<file path="src/rtl/rom_stream_reader.sv">
// Read sequencer for registered-output coefficient ROMs: walks an address window
// and streams the returned words over valid/ready with a 2-entry fall-through buffer.
module rom_stream_reader #(
    parameter int DATA_WIDTH = 12,
    parameter int ADDR_WIDTH = 7
) (
    input  logic                  clk,
    input  logic                  rst,
    input  logic                  start,
    input  logic [ADDR_WIDTH-1:0] base_addr,
    input  logic [ADDR_WIDTH:0]   count,
    output logic [ADDR_WIDTH-1:0] rom_addr,
    output logic                  rom_rd_en,
    input  logic [DATA_WIDTH-1:0] rom_data,
    output logic                  out_valid,
    input  logic                  out_ready,
    output logic [DATA_WIDTH-1:0] out_data,
    output logic                  out_last,
    output logic                  busy,
    output logic                  done,
    output logic [1:0]            dbg_state_o
);

    localparam logic [1:0] ST_IDLE = 2'd0;
    localparam logic [1:0] ST_RUN  = 2'd1;
    localparam logic [1:0] ST_FIN  = 2'd2;

    logic [1:0]                 state_q, state_d;
    logic [ADDR_WIDTH-1:0]      addr_q, addr_d;
    logic [ADDR_WIDTH:0]        rem_q, rem_d;
    logic                       inflight_q, inflight_d;
    logic                       inflight_last_q, inflight_last_d;
    logic [1:0][DATA_WIDTH-1:0] buf_data_q;
    logic [1:0]                 buf_last_q;
    logic                       rd_ptr_q;
    logic [1:0]                 occ_q, occ_d;

    logic       head_valid;
    logic       pop;
    logic       pop_buf;
    logic       store;
    logic       wr_idx;
    logic [1:0] total;
    logic [1:0] after_pop;
    logic       issue;

    // Stream handshake: a word transfers in any cycle where out_valid and out_ready
    // are both high; out_valid never drops and out_data/out_last never change
    // while a word waits for out_ready.
    // A word arriving from the ROM is presented directly when the buffer is empty.
    assign head_valid = (occ_q != 2'd0);
    assign out_valid  = head_valid || inflight_q;
    assign out_data   = head_valid ? buf_data_q[rd_ptr_q] : rom_data;
    assign out_last   = head_valid ? buf_last_q[rd_ptr_q] : inflight_last_q;

    assign pop     = out_valid && out_ready;
    assign pop_buf = pop && head_valid;
    assign store   = inflight_q && !(pop && !head_valid);
    assign wr_idx  = rd_ptr_q ^ occ_q[0];
    assign occ_d   = occ_q + {1'b0, store} - {1'b0, pop_buf};

    // Words held plus the word in flight, less the one leaving this cycle.
    assign total     = occ_q + {1'b0, inflight_q};
    assign after_pop = total - {1'b0, pop};
    assign issue     = (state_q == ST_RUN) && (rem_q != '0) && (after_pop < 2'd2);

    assign rom_addr    = addr_q;
    assign rom_rd_en   = issue;
    assign busy        = (state_q == ST_RUN);
    assign done        = (state_q == ST_FIN);
    assign dbg_state_o = state_q;

    always_comb begin
        state_d         = state_q;
        addr_d          = addr_q;
        rem_d           = rem_q;
        inflight_d      = issue;
        inflight_last_d = issue && (rem_q == (ADDR_WIDTH + 1)'(1));
        case (state_q)
            ST_IDLE: begin
                // An empty window still spends one cycle in RUN so busy is seen.
                if (start) begin
                    addr_d  = base_addr;
                    rem_d   = count;
                    state_d = ST_RUN;
                end
            end
            ST_RUN: begin
                if (issue) begin
                    addr_d = addr_q + ADDR_WIDTH'(1);
                    rem_d  = rem_q - (ADDR_WIDTH + 1)'(1);
                end
                if ((rem_q == '0) && (after_pop == 2'd0)) begin
                    state_d = ST_FIN;
                end
            end
            ST_FIN:  state_d = ST_IDLE;
            default: state_d = ST_IDLE;
        endcase
    end

    always_ff @(posedge clk) begin
        if (rst) begin
            state_q         <= ST_IDLE;
            addr_q          <= '0;
            rem_q           <= '0;
            inflight_q      <= 1'b0;
            inflight_last_q <= 1'b0;
            buf_data_q      <= '0;
            buf_last_q      <= '0;
            rd_ptr_q        <= 1'b0;
            occ_q           <= 2'd0;
        end else begin
            state_q         <= state_d;
            addr_q          <= addr_d;
            rem_q           <= rem_d;
            inflight_q      <= inflight_d;
            inflight_last_q <= inflight_last_d;
            occ_q           <= occ_d;
            if (store) begin
                buf_data_q[wr_idx] <= rom_data;
                buf_last_q[wr_idx] <= inflight_last_q;
            end
            if (pop_buf) begin
                rd_ptr_q <= !rd_ptr_q;
            end
        end
    end

endmodule
</file>
<file path="config.mk">
export PLATFORM = sky130hd
export DESIGN_NAME = rom_stream_reader
export DESIGN_NICKNAME = d
export VERILOG_FILES = /design/src/rtl/rom_stream_reader.sv
export SDC_FILE = /design/constraint.sdc
export NUM_CORES = 1
export LEC_CHECK = 0
export ABC_AREA = 1
export BUFFER_PORTS_ARGS = -buffer_cell sky130_fd_sc_hd__clkbuf_2
export CORE_ASPECT_RATIO = 0.8
export CORE_MARGIN = 2
export CORE_UTILIZATION = 30
export DETAILED_ROUTE_END_ITERATION = 16
export HOLD_SLACK_MARGIN = 0.15
export PLACE_DENSITY = 0.55
export SLEW_MARGIN = 40
export SYNTH_ARGS = -nofsm -noshare
export SYNTH_HDL_FRONTEND = slang
export SYNTH_SLANG_ARGS = --single-unit
export TNS_END_PERCENT = 1
</file>
<file path="constraint.sdc">
create_clock -name clk -period 3.2 [get_ports clk]
set_input_delay 0.64 -clock clk [delete_from_list [all_inputs] [get_ports clk]]
set_output_delay 0.64 -clock clk [all_outputs]
set_load 0.03 [all_outputs]
</file>
==> flow_metrics.env <==
export IMPL_worst_setup_path_start_kind="primary input"
export IMPL_cts_buffers=5
export IMPL_hold_buffers=0
export IMPL_drt_pass1_iterations=4
export IMPL_r2r_start="inflight_q$_SDFF_PP0_"
export IMPL_diodes=0
export IMPL_use_met1_pct=18.2
export IMPL_met3_usage_pct=2.75
export IMPL_dr_total_vias=2685
export IMPL_nets=514
export IMPL_core_mm2=0.00900
export IMPL_htree_levels=2
export IMPL_mostFrequentLayoutCells="82 x nand2_1, 61 x inv_1, 56 x a21oi_1, 56 x clkbuf_2, 53 x nor2_1"
export IMPL_power_density_mw_per_mm2=926
export IMPL_rows=31
export IMPL_syn_area_mm2=0.00275
export IMPL_worst_slew_pin_slew_ns=0.495
export IMPL_io_pins=57
export IMPL_grt_overflow_total=0
export IMPL_clock_latency_ns=0.29
export IMPL_placed_cell_area_mm2=0.00312
export IMPL_dpl_cell_count=583
export IMPL_die_area_mm2=0.00996
export IMPL_r2r_end="rem_q[7]$_SDFFE_PP0P_"
export IMPL_synth_seq_cells=48
export IMPL_reg2reg_slack_ns=1.07
export IMPL_drt_iter0_drc=136
export IMPL_fin_area_mm2=0.00329
export IMPL_status="finished, final reports clean"
export IMPL_synth_distinct_cells=26
export IMPL_syn_inst=423
export IMPL_postRouteAntennaNets=0
export IMPL_grt_use_met2_pct=24.3
export IMPL_vias_per_cell=4.54
export IMPL_yosysWarnings=0
export IMPL_instances_no_fill=591
export IMPL_place_gp_congestion=0.765
export IMPL_fin_tns_setup_ns=0
export IMPL_groute_usage_overall_pct=14.0
export IMPL_cts_tree="done"
export IMPL_die_w_um=111
export IMPL_max_slew_margin_pct=67.0
export IMPL_cts_resized=0
export IMPL_grt_pass1_vias=2460
export IMPL_irDropWorstVdd_uv=344
export IMPL_clk_path_buf_depth=2
export IMPL_initial_core_util_pct=30.6
export IMPL_setup_worst_path_end_class="output port"
export IMPL_hold_class="reg -> reg"
export IMPL_holdWs_ns=0.445
export IMPL_critical_path_max_stage_delay_ns=0.24
export IMPL_antenna_found_initial=0
export IMPL_die_y_um=89.7
export IMPL_cp_slowest_cell="ha_1"
export IMPL_worstPathRequired_ns=2.56
export IMPL_syn_nets=462
export IMPL_clock_skew_ns=0.00366
export IMPL_crit_end="rom_rd_en"
export IMPL_wl_um=6850
export IMPL_syn_area_per_cell_um2=6.50
export IMPL_max_clock_freq_ghz=0.361
export IMPL_final_common_cell="nand2_1"
export IMPL_grt_busiest_layer="met2"
export IMPL_rsz0062_at_grt="no"
export IMPL_clock_tree_root_cell="clkbuf_16"
export IMPL_setup_viol=0
export IMPL_min_period_over_period_pct=86.5
export IMPL_wl_per_cell_um=11.6
export IMPL_clock_sinks=48
export IMPL_post_cts_buffers=0
export IMPL_ff2ff_path_depth=13
export IMPL_dp_hpwl_um=4690
export IMPL_area_growth_pct=19.7
export IMPL_finalHoldViolations=0
export IMPL_crit_path_frequent_cell="inv_1"
export IMPL_fin_crit_ns=2.77
export IMPL_drive_gt1_share_pct=19.3
export IMPL_grt_pass1_wl_um=11400
export IMPL_path_class="in -> out"
export IMPL_grt_start_max_net_pins=32
export IMPL_cp_cell_sequence="clkbuf_2, inv_1, a21oi_1, ha_1, inv_1, ha_1, inv_1, nand2_1, nand3b_1, nand2_1, nand2_2, inv_1, clkbuf_2"
export IMPL_maxCapViolCount=0
export IMPL_leakagePower_uw=0.00156
export IMPL_crit_path_max_fanout=4
export IMPL_finalMaxSlewViolations=0
export IMPL_portBuffers=56
export IMPL_crit_arrival_ns=2.13
export IMPL_clkTransAtPathRegs_ns=0.07
export IMPL_seq_area_frac_synth_pct=34.9
export IMPL_cp_startpoint="out_ready"
export IMPL_drc=0
-- stage by stage --
step	total power [µW]	util (%)	setup slack (ns)
3_3_place_gp	2450	34.7	0.460
3_5_place_dp	2470	34.7	0.445
4_1_cts	3090	36.6	0.432
2_1_floorplan	2050	-	0.307
5_1_grt	3310	36.6	0.261
6_report	3050	36.6	0.433
-- Yosys cell counts --
cell	instances	area share (%)
or2_1	1	0.23
dfxtp_1	48	35
nand4_1	4	0.91
o21ai_0	28	5.1
o21ai_2	2	0.64
o21ai_1	5	0.91
nand2_1	82	11
buf_2	6	1.1
a21oi_1	56	10
inv_1	62	8.5
buf_1	2	0.27
nand3_1	32	5.8
buf_6	5	2.0
a21oi_4	1	0.59
ha_1	8	3.6
xor2_1	2	0.64
nand2_4	1	0.41
clkbuf_1	7	0.96
nand3b_1	1	0.27
nor2_4	3	1.2
nor2_1	53	7.2
nand2_2	3	0.68
and3_1	1	0.23
nor3_1	2	0.36
a21oi_2	2	0.64
nor2_2	6	1.4
-- area by class of cell --
class                   count  area, µm²
clock buffers               5        125
fillers                   977       5700
inverters                  62        233
clock inverters             3       46.3
repair buffers             65        348
well taps                 115        144
flip-flops and latches     48        961
multi-input cells         293       1440
-- per-layer routing --
metal | part of all wire, % | wire length [µm]
met3 | 5.0 | 344
met4 | 0.86 | 59
met2 | 44 | 3030
met5 | 0 | 0
met1 | 50 | 3410
-- worst max-delay path, delay by kind of cell --
kind / cells / cell delay, ns
buffers and inverters: 6 / 0.53
AO/OA/AOI/OAI: 1 / 0.13
adder cells (fa/ha/maj): 2 / 0.39
AND/OR/NAND/NOR: 4 / 0.43
-- cells by family (layout without fill, tap and decap cells) --
| group | after synthesis | count (layout) | synth area share (%) |
|---|---|---|---|
| AO/OA/AOI/OAI | 94 | 94 | 18.1 |
| XOR/XNOR | 2 | 2 | 0.637 |
| adder cells (fa/ha/maj) | 8 | 8 | 3.64 |
| buffers and inverters | 82 | 135 | 12.8 |
| flip-flops | 48 | 48 | 34.9 |
| AND/OR/NAND/NOR | 189 | 189 | 29.9 |
-- state kept, by name (all words and copies together) (netlist names) --
signal and flops:
rom_addr 7, buf_last_q 2, dbg_state_o 2, occ_q 2
rem_q 8, rd_ptr_q 1, buf_data_q 24, inflight_q 1
inflight_last_q 1
-- how the worst min path moves through the flow --
stage | from | end | slack [ns] | depth (start not counted)
5_1_grt | buf_data_q[8]$_SDFFE_PP0P_ | buf_data_q[8]$_SDFFE_PP0P_ | 0.47 | 2
6_report | buf_data_q[3]$_SDFFE_PP0P_ | buf_data_q[3]$_SDFFE_PP0P_ | 0.44 | 2
3_3_place_gp | buf_data_q[2]$_SDFFE_PP0P_ | buf_data_q[2]$_SDFFE_PP0P_ | 0.43 | 2
4_1_cts | buf_data_q[12]$_SDFFE_PP0P_ | buf_data_q[12]$_SDFFE_PP0P_ | 0.45 | 2
2_1_floorplan | buf_last_q[0]$_SDFFE_PP0P_ | buf_last_q[0]$_SDFFE_PP0P_ | 0.42 | 2
3_5_place_dp | buf_data_q[12]$_SDFFE_PP0P_ | buf_data_q[12]$_SDFFE_PP0P_ | 0.44 | 2
-- where the power goes --
| group | internal, µW | switching, µW |
|---|---|---|
| combinational | 494 | 1140 |
| clock | 372 | 238 |
| sequential | 708 | 98.4 |
| total | 1570 | 1480 |
Note: power is estimated with default switching activity, not from simulation.
